`config.mk`:
```
export PLATFORM = sky130hd
export DESIGN_NAME = sample_loader_flat
export DESIGN_NICKNAME = d
export VERILOG_FILES = /design/src/rtl/sample_loader_if.sv /design/src/rtl/sample_loader.sv /design/src/flat_wrapper.sv
export SDC_FILE = /design/constraint.sdc
export NUM_CORES = 1
export LEC_CHECK = 0
export CAP_MARGIN = 20
export CORE_MARGIN = 2
export CORE_UTILIZATION = 48
export DETAILED_ROUTE_END_ITERATION = 10
export GPL_TIMING_DRIVEN = 0
export PLACE_DENSITY_LB_ADDON = 0.15
export SLEW_MARGIN = 20
export SYNTH_ARGS = -nofsm -noshare
export SYNTH_HDL_FRONTEND = slang
export SYNTH_SLANG_ARGS = --single-unit
```
`constraint.sdc`:
```
create_clock -name clk -period 2.4 [get_ports clk]
set_clock_uncertainty 0.05 [all_clocks]
set_input_delay 0.48 -clock clk [delete_from_list [all_inputs] [get_ports clk]]
set_output_delay 0.48 -clock clk [all_outputs]
set_load 0.005 [all_outputs]
```
`src/rtl/sample_loader_if.sv`:
```
// Sample stream in (valid/ready) and sample RAM write port out, bundled as one bus.
interface sample_loader_if #(
    parameter int unsigned DATA_W = 16,
    parameter int unsigned ADDR_W = 12
);
    logic [DATA_W-1:0] s_data;
    logic              s_valid;
    logic              s_ready;
    logic              wr_en;
    logic [ADDR_W-1:0] wr_addr;
    logic [DATA_W-1:0] wr_data;

    modport master (
        output s_data, s_valid,
        input  s_ready, wr_en, wr_addr, wr_data
    );

    modport slave (
        input  s_data, s_valid,
        output s_ready, wr_en, wr_addr, wr_data
    );
endinterface

```
`src/rtl/sample_loader.sv`:
```
// DFT input stage: streams one frame of samples into the sample RAM, then
// flags data_loaded to the compute FSM until it leaves its load phase.
module sample_loader #(
    parameter int unsigned DATA_W = 16,
    parameter int unsigned ADDR_W = 12
) (
    input  logic             clk,
    input  logic             rst,
    input  logic             ce,
    input  logic [11:0]      sample_num,
    input  logic             load_nCompute,
    sample_loader_if.slave   bus,
    output logic             data_loaded,
    output logic [1:0]       state
);
    // One extra bit so a full 2^ADDR_W frame length is representable.
    localparam int unsigned CNT_W = ADDR_W + 1;
    localparam logic [CNT_W-1:0] FULL_LEN = CNT_W'(1) << ADDR_W;

    typedef enum logic [1:0] {
        IDLE = 2'b00,
        FILL = 2'b01,
        DONE = 2'b10
    } state_e;

    state_e            state_q, state_d;
    logic [CNT_W-1:0]  cnt_q, cnt_d;
    logic [CNT_W-1:0]  len_q, len_d;
    logic              wr_en_q, wr_en_d;
    logic [ADDR_W-1:0] wr_addr_q, wr_addr_d;
    logic [DATA_W-1:0] wr_data_q, wr_data_d;
    logic              loaded_q, loaded_d;
    logic              s_ready;
    logic              xfer;

    assign s_ready = ce && (state_q == FILL);
    assign xfer    = bus.s_valid && s_ready;

    // Next-state and registered-output logic for one enabled cycle.
    always_comb begin
        state_d   = state_q;
        cnt_d     = cnt_q;
        len_d     = len_q;
        wr_en_d   = 1'b0;
        wr_addr_d = wr_addr_q;
        wr_data_d = wr_data_q;
        loaded_d  = loaded_q;
        case (state_q)
            IDLE: begin
                if (load_nCompute) begin
                    len_d   = (sample_num == 12'd0) ? FULL_LEN : CNT_W'(sample_num);
                    cnt_d   = '0;
                    state_d = FILL;
                end
            end
            FILL: begin
                if (xfer) begin
                    wr_en_d   = 1'b1;
                    wr_addr_d = cnt_q[ADDR_W-1:0];
                    wr_data_d = bus.s_data;
                    cnt_d     = cnt_q + CNT_W'(1);
                    if (cnt_q == len_q - CNT_W'(1)) begin
                        state_d  = DONE;
                        loaded_d = 1'b1;
                    end
                end
            end
            DONE: begin
                // Compute FSM leaving its load phase is the acknowledge.
                if (!load_nCompute) begin
                    state_d  = IDLE;
                    loaded_d = 1'b0;
                end
            end
            default: begin
                state_d  = IDLE;
                loaded_d = 1'b0;
            end
        endcase
    end

    always_ff @(posedge clk) begin
        if (rst) begin
            state_q   <= IDLE;
            cnt_q     <= '0;
            len_q     <= '0;
            wr_en_q   <= 1'b0;
            wr_addr_q <= '0;
            wr_data_q <= '0;
            loaded_q  <= 1'b0;
        end else if (ce) begin
            state_q   <= state_d;
            cnt_q     <= cnt_d;
            len_q     <= len_d;
            wr_en_q   <= wr_en_d;
            wr_addr_q <= wr_addr_d;
            wr_data_q <= wr_data_d;
            loaded_q  <= loaded_d;
        end
    end

    // The write strobe is held with ce low but masked so the RAM never sees it.
    assign bus.s_ready = s_ready;
    assign bus.wr_en   = wr_en_q && ce;
    assign bus.wr_addr = wr_addr_q;
    assign bus.wr_data = wr_data_q;
    assign data_loaded = loaded_q;
    assign state       = state_q;
endmodule
```
`src/flat_wrapper.sv`:
```
// flat-port wrapper written by rule: the top's interface ports become plain ports
module sample_loader_flat 
#(
    parameter int unsigned DATA_W = 16,
    parameter int unsigned ADDR_W = 12
)
  (clk, rst, ce, sample_num, load_nCompute, data_loaded, state, bus_s_data, bus_s_valid, bus_s_ready, bus_wr_en, bus_wr_addr, bus_wr_data);
  sample_loader_if #(.DATA_W(DATA_W), .ADDR_W(ADDR_W)) bus_i ();
  input  logic clk;
  input  logic rst;
  input  logic ce;
  input  logic [11:0] sample_num;
  input  logic load_nCompute;
  output logic data_loaded;
  output logic [1:0] state;
  input wire logic [$bits(bus_i.s_data)-1:0] bus_s_data;
  input wire logic [$bits(bus_i.s_valid)-1:0] bus_s_valid;
  output wire logic [$bits(bus_i.s_ready)-1:0] bus_s_ready;
  output wire logic [$bits(bus_i.wr_en)-1:0] bus_wr_en;
  output wire logic [$bits(bus_i.wr_addr)-1:0] bus_wr_addr;
  output wire logic [$bits(bus_i.wr_data)-1:0] bus_wr_data;
  assign bus_i.s_data = bus_s_data;
  assign bus_i.s_valid = bus_s_valid;
  assign bus_s_ready = bus_i.s_ready;
  assign bus_wr_en = bus_i.wr_en;
  assign bus_wr_addr = bus_i.wr_addr;
  assign bus_wr_data = bus_i.wr_data;
  sample_loader #(.DATA_W(DATA_W), .ADDR_W(ADDR_W)) u_core (.clk(clk), .rst(rst), .ce(ce), .sample_num(sample_num), .load_nCompute(load_nCompute), .bus(bus_i), .data_loaded(data_loaded), .state(state));
endmodule
```
# --- Yosys cells after proc, flatten, opt, wreduce, memory -nomap -nowiden ---
# Cells that the tools add are included.
classes:
  n_eq_ne: 7
  addsub: 2
  bitwise: 1
  n_reduce_logical: 11
  muxes: 15
op_table:
  columns: ["op", "n"]
  rows:
  - ["13-bit 2-to-1 mux", 3]
  - ["13-bit one-hot mux with 2 select lines", 1]
  - ["13-bit by 1-bit adder with 13-bit output (second input constant)", 1]
  - ["13-bit == test", 1]
  - ["13-bit by 1-bit subtractor with 13-bit output (second input constant)", 1]
  - ["12-bit logical NOT", 1]
  - ["5-bit AND reduction", 2]
  - ["2-bit 2-to-1 mux", 4]
  - ["2-bit inequality test (second input constant)", 3]
  - ["2-bit one-hot mux with 3 select lines", 1]
  - ["3-bit AND reduction", 2]
  - ["1-bit 2-to-1 mux", 5]
  - ["4-bit AND reduction", 1]
  - ["1-bit logical AND", 3]
  - ["1-bit one-hot mux with 3 select lines", 1]
  - ["2-bit by 1-bit == test with 1-bit output (second input constant)", 1]
  - ["2-bit == test (second input constant)", 1]
  - ["2-bit logical NOT", 1]
  - ["2-bit by 1-bit inequality test with 1-bit output (second input constant)", 1]
  - ["2-bit nonzero test", 1]
  - ["1-bit NOT", 1]
totals:
  reg_bits: 58
  out_inout_bits: 33

# --- Logic depth before layout (Yosys ltp) ---
# Gate-level depths: netlist of run 1.
logic_depth:
  word_depth: 5
  depth_mapped: 8
  ltp_nobuf: 8

# --- Worst setup path after synthesis of run 1 ---
# Ideal clock, no wire load.
synth_timing:
  path_type: "register to register"
  start: "register u_core.len_q[2]"
  end: "register u_core.state_q[0] (netlist: u_core.state[0])"
  required_time_ps: 2217
  stages_incl_launch_ff: 8
  arrival_ps: 1872
  setup_ps: 133
  path_slack_ps: 345
  cell_sequence: "dfxtp_1 -> buf_6 -> or4_4 -> nor4_4 -> a21boi_2 -> o2bb2ai_1 -> nor4_2 -> o22ai_1"
synth_via:
  elab_chain_len: 4
synth_rtl:
  columns: ["item", "line", "source"]
  rows:
  - ["start: declaration", "sample_loader.sv:28", "logic [CNT_W-1:0] len_q, len_d;"]
  - ["start signal: assignment", "sample_loader.sv:94", "len_q <= len_d;"]
  - ["13-bit by 1-bit subtractor with 13-bit output", "sample_loader.sv:62", "if (cnt_q == len_q - CNT_W'(1)) begin"]
  - ["13-bit == test", "sample_loader.sv:62", null]
  - ["2-bit inequality test (no source line)", null, null]
  - ["5-bit AND reduction (no source line)", null, null]
  - ["end signal: assignment", "sample_loader.sv:92", "state_q <= state_d;"]
  - ["end: declaration", "sample_loader.sv:26", "state_e state_q, state_d;"]
# Every way passes these cells.
# A chain may end at the register's enable or synchronous reset.

# --- Worst setup path after layout of run 1 ---
# Same ends and word-level chain as after synthesis.

==> results of run 1 <==
[logic make-up (layout without fill, tap and decap cells)]
logic type / Yosys count / in the layout / synth area share
xor+xnor: 26 / 26 / 0.0886
simple gates: 142 / 142 / 0.268
fa+ha+maj: 2 / 2 / 0.00973
buf+inv: 17 / 98 / 0.0277
flops: 58 / 58 / 0.452
mux: 5 / 5 / 0.0195
compound gates: 57 / 57 / 0.135
[layer usage]
layer  part of all wire  up-vias  track usage
li1                   -     1208            -
met1               0.46     1092        0.275
met2               0.48       56        0.368
met3              0.043       11       0.0612
met4              0.017        0        0.102
met5                  0        -            0
[registers in the layout (all words and copies together) (netlist names)]
register	flops
u_core.bus.wr_data	16
u_core.cnt_q	13
u_core.len_q	13
u_core.bus.wr_addr	12
u_core.state	2
u_core.data_loaded	1
u_core.wr_en_q	1
[worst paths after layout]
kind / endpoint / slack (ns) / depth (start not counted)
worst min register to register: u_core.bus.wr_data[14] / 0.41 / 2
worst max-delay path: u_core.state[0] / 0.13 / 7
worst max register to register: u_core.state[0] / 0.13 / 7
worst min-delay path: u_core.bus.wr_data[14] / 0.41 / 2
[area by class of cell]
cell class | instances | area, um2 | share of cell area
Sequential cell | 58 | 1160 | 0.327
Timing Repair Buffer | 65 | 653 | 0.184
Multi-Input combinational cell | 232 | 1350 | 0.380
Inverter | 4 | 15.0 | 0.00422
Clock inverter | 4 | 73.8 | 0.0207
Tap cell | 70 | 87.6 | 0.0246
Buffer | 13 | 57.6 | 0.0162
Clock buffer | 12 | 155 | 0.0436
[cells in the mapped netlist (4+ instances only)]
| cell | n |
|---|---|
| a21oi_1 | 32 |
| a22o_1 | 6 |
| and3_1 | 6 |
| clkbuf_1 | 11 |
| dfxtp_1 | 58 |
| inv_1 | 4 |
| mux2i_1 | 5 |
| nand2_1 | 65 |
| nand2b_1 | 4 |
| nand3_1 | 7 |
| nor2_1 | 28 |
| nor3_1 | 5 |
| nor4_1 | 6 |
| o21ai_0 | 4 |
| xnor2_1 | 15 |
| xor2_1 | 11 |
[worst max-delay path: stages, from the launching register on]
cell       delay [ns]
dfxtp_1          0.31
buf_6            0.13
or4_4            0.57
nor4_4           0.25
a21boi_2         0.21
o2bb2ai_1        0.12
nor4_4           0.41
o22ai_1          0.11
[layout by cell type (no fill, tap or decap), types with 2 or more instances in the layout]
master,n
a31oi_1,3
nand2b_1,4
mux2i_1,5
and2_1,2
nand4_1,2
dfxtp_2,2
nor4_4,2
clkbuf_8,11
nor4_1,6
dfxtp_1,56
xnor2_1,15
or3_1,2
a21oi_1,32
o22ai_1,2
nand2_1,65
inv_1,4
nand4b_1,2
o21a_1,2
a211oi_1,3
o21ai_0,4
a22o_1,6
nand3_1,7
nor3_1,5
nor2_1,27
clkdlybuf4s50_1,64
and3_1,6
bufinv_16,2
xor2_1,11
clkbuf_1,11
[stage by stage]
| stage | setup slack [ns] | cells | hold WS, ns | setup TNS [ns] | area, um2 |
|---|---|---|---|---|---|
| after global placement | -0.351 | 442 | 0.391 | -5.34 | 3310 |
| after global routing | 0.000277 | 458 | 0.426 | 0 | 3560 |
| final | 0.126 | 458 | 0.405 | 0 | 3560 |
| after CTS | 0.000289 | 458 | 0.406 | 0 | 3550 |
| after floorplan | 0.345 | 307 | 0.398 | 0 | 2570 |
| after detailed placement | -0.394 | 442 | 0.397 | -6.06 | 3310 |
[power by group]
part / switching (W) / total [W] / internal, W
Sequential: 0.0000335 / 0.00102 / 0.000991
Combinational: 0.000145 / 0.000305 / 0.000160
Clock: 0.000376 / 0.00102 / 0.000642
[what timing repair did]
action | 4_1_cts | 5_1_grt
cloned | 0 | 0
setup endpoints to repair | 12 | 14
pin swaps | 0 | 1
resized for setup | 2 | 6
==> impl_metrics.tcl, run 1 <==
set metrics [dict create \
    gp_congestion 0.875 \
    grt_max_degree 11 \
    cts_buffer_depth 2 \
    startpoint "u_core.len_q[2]" \
    worst_pin_slew_ns 0.552 \
    routedWlPerCell_um 13.6 \
    r2r_start "u_core.len_q[2]" \
    cts_hold_buf 0 \
    cp-start-kind "flop" \
    synth-seq-area-share 0.452 \
    synth.largest_area_cell "dfxtp_1" \
    antenna_cells 0 \
    async_flop_share 0 \
    critical_path_arrival_ns 2.43 \
    rsz0062_at_grt "no" \
    synth_flop_cell "dfxtp_1" \
    synth-seq-cells 58 \
    rows 26 \
    end_kind "flop" \
    cp_max_fo 9 \
    synth-edff-count 0 \
    synth_area_um2 2570 \
    critPathRequiredTime_ns 2.55 \
    vias 2367 \
    timing.fmax_mhz 440 \
    synth-warning-count 0 \
    max_slew_margin 0.632 \
    drtIter0Drc 94 \
    timing.final.crit_share 0.948 \
    clock-sinks 58 \
    die_h_um 77.2 \
    clkSlewWorstSetupHoldPaths_ns 0.07 \
    grt_pass1_wl_um 10700 \
    maxSlewViolCount 0 \
    overflow 0 \
    hold_path.class "flop to flop" \
    drc_errors 0 \
    die_w_um 77.2 \
    numCtsBuffers 9 \
    synth_cell_types 45 \
    crit_type "flop to flop" \
    first_pass_iters 4 \
    h-tree-depth 3 \
    io_buffers 65 \
    initial_core_util 0.500 \
    postCtsSetupBuffers 0 \
    synth_area_leaders "dfxtp_1 (45%), nand2_1 (9.5%), a21oi_1 (6.2%)" \
    cts_tree "done" \
    synth_top_cell_area_share 0.452 \
    drive_gt1_frac 0.0696 \
    syn_nets 342 \
    outcome "finished clean" \
    grt_pass1_vias 2356 \
    drt.antenna.violating_nets 0 \
    drt_wl_total_um 6220 \
    dieArea_um2 5960 \
    layout.nets 418 \
    fillerInstances 441 \
    antenna_found_initial 0 \
    synth.avg_cell_area_um2 8.38 \
    hold_viol_final 0 \
    p_leak_nw 1.28 \
    cap_violations 0 \
    finalPower_w 0.00235 \
    ir_drop_mv 0.497 \
    track_usage 0.225 \
    syn2layout_area_growth_pct 38.4 \
    synthesis.instances 307 \
    dp.final_hpwl_um 4570 \
    post-route-util 0.692 \
    worstSkewPairLatency_ns 0.33 \
    vias_per_cell 5.17 \
    cts_root_buffer "clkbuf_8" \
    setup_violations 0 \
    worstHoldStart "u_core.bus.wr_data[14]" \
    core_area_um2 5140 \
    fin_crit_ns 2.27 \
    num_io_pins 66 \
    p_per_area_nw_per_um2 660 \
]
(Power assumes the default switching activity.)
==> run 2, diff against run 1 <==
Settings changed: MAX_ROUTING_LAYER set to met4, PLACE_DENSITY set to 0.79, PLACE_DENSITY_LB_ADDON 0.15 to not set.
==> impl_metrics.tcl, run 2 (synthesis results as in run 1) <==
set metrics [dict create \
    h-tree-depth 3 \
    post-route-util 0.699 \
    drt-met1-wl_um 2900 \
    critPathRequiredTime_ns 2.57 \
    overflow 0 \
    vias_per_cell 5.33 \
    crit_chain "buf_6, or4_4, nor4_4, a21boi_2, o2bb2ai_1, nor4_4, o22ai_1" \
    cp_max_fo 9 \
    multi_input_area_um2 1370 \
    cp_top_family "simple AND/OR/NAND/NOR gates" \
    seq_area_um2 1160 \
    setup_violations 0 \
    cts_buffer_depth 2 \
    wl_met2_um 3220 \
    path_depth 7 \
    worst_pin_slew_ns 0.530 \
    fin_crit_ns 2.29 \
    cts_hold_buf 0 \
    max_slew_margin 0.645 \
    reg2reg_slack_ns 0.11 \
    crit_type "flop to flop" \
    numCtsBuffers 9 \
    antenna_found_initial 0 \
    highest_layer "met4" \
    maxSlewViolCount 0 \
    hold_viol_final 0 \
    drt.antenna.violating_nets 0 \
    drt_wl_total_um 6540 \
    largest_reg_flops 16 \
    dieArea_um2 5960 \
    p_per_area_nw_per_um2 686 \
    routedWlPerCell_um 14.3 \
    die_w_um 77.2 \
    r2r.worst_path.cells 7 \
    r2r_start "u_core.len_q[2]" \
    p_leak_nw 1.29 \
    cp_slowest_cell "or4_4" \
    drtIter0Drc 73 \
    first_pass_iters 4 \
    layout.nets 418 \
    core_area_um2 5140 \
    ir_drop_mv 0.466 \
    syn2layout_area_growth_pct 39.7 \
    rows 26 \
    final_common_cell "nand2_1" \
    cap_violations 0 \
    outcome "finished clean" \
    fillerInstances 434 \
    antenna_cells 0 \
    worstSkewPairLatency_ns 0.35 \
    cts_root_buffer "clkbuf_8" \
    timing.fmax_mhz 437 \
    track_usage 0.234 \
    die_h_um 77.2 \
    grt_pass1_vias 2340 \
    grt_max_degree 13 \
    crit_buf_inv 1 \
    wl_met3_um 284 \
    gp_congestion 0.837 \
    timing.final.crit_share 0.953 \
    r2r-end "u_core.state[0]" \
    clkSlewWorstSetupHoldPaths_ns 0.07 \
    layout_common_cells "nand2_1 (65), clkdlybuf4s50_1 (64), dfxtp_1 (56), a21oi_1 (32), nor2_1 (27)" \
    hold_path.class "flop to flop" \
    path_common_cell "nor4_4" \
    end_kind "flop" \
    drc_errors 0 \
    clock-sinks 58 \
    grt_pass1_wl_um 10700 \
    rsz0062_at_grt "no" \
    post-place-ws_ns -0.389 \
    cp_slowest_stage_delay_ns 0.56 \
    io_buffers 65 \
    setup_ws_ns 0.114 \
    startpoint "u_core.len_q[2]" \
    drive_gt1_frac 0.0747 \
    cts_tree "done" \
    critical_path_arrival_ns 2.45 \
    vias 2441 \
    critPathCapture "u_core.state[0]" \
    initial_core_util 0.500 \
    dp.final_hpwl_um 4790 \
    num_io_pins 66 \
    cp-start-kind "flop" \
]
run 2: cell types whose count changed in the layout (fill, tap and decap cells not counted), sizes merged:
cell / change
inv: +2
bufinv: +1
clkbuf: -3
run 2: cell type report:
class	count	share of cell area
Inverter	4	0.00418
Timing Repair Buffer	65	0.182
Tap cell	70	0.0244
Sequential cell	58	0.324
Clock inverter	7	0.0348
Clock buffer	9	0.0345
Buffer	13	0.0157
Multi-Input combinational cell	232	0.380
run 2: metal layers:
metal | up-vias | GRT usage
met1 | 1165 | 0.276
met2 | 50 | 0.376
met3 | 14 | 0.0541
met5 | - | -
met4 | 0 | 0.113
li1 | 1212 | -
run 2: what timing repair did:
action	in CTS	in global routing
pin swaps	0	1
setup buffers	0	0
resized for setup	1	8
setup endpoints to repair	10	14
run 2: worst min-delay path by stage:
stage	from	endpoint	cells after the start
2_1_floorplan	u_core.wr_en_q	u_core.wr_en_q	2
3_3_place_gp	u_core.bus.wr_data[13]	u_core.bus.wr_data[13]	2
3_5_place_dp	u_core.bus.wr_data[7]	u_core.bus.wr_data[7]	2
4_1_cts	u_core.bus.wr_data[7]	u_core.bus.wr_data[7]	2
5_1_grt	u_core.bus.wr_data[7]	u_core.bus.wr_data[7]	2
6_report	u_core.bus.wr_data[7]	u_core.bus.wr_data[7]	2
run 2: stage by stage:
stage | hold slack, ns | power, W | TNS [ns] | cells | instance area (um2)
2_1_floorplan | 0.398 | 0.00121 | 0 | 307 | 2570
3_3_place_gp | 0.392 | 0.00133 | -5.19 | 442 | 3310
3_5_place_dp | 0.398 | 0.00134 | -6.69 | 442 | 3310
4_1_cts | 0.409 | 0.00246 | 0 | 458 | 3560
5_1_grt | 0.430 | 0.00255 | 0 | 458 | 3590
6_report | 0.406 | 0.00246 | 0 | 458 | 3590
run 2: where the power goes:
group	switching [W]	internal, W
clock network	0.000433	0.000700
logic	0.000145	0.000161
registers	0.0000338	0.000990
run 2: worst min-delay path, delay by kind of cell (launching register included):
family / cells / cell delay (ns)
and+or+nand+nor: 1 / 0.05
AOI/OAI and AO/OA: 1 / 0.05
DFF: 1 / 0.31
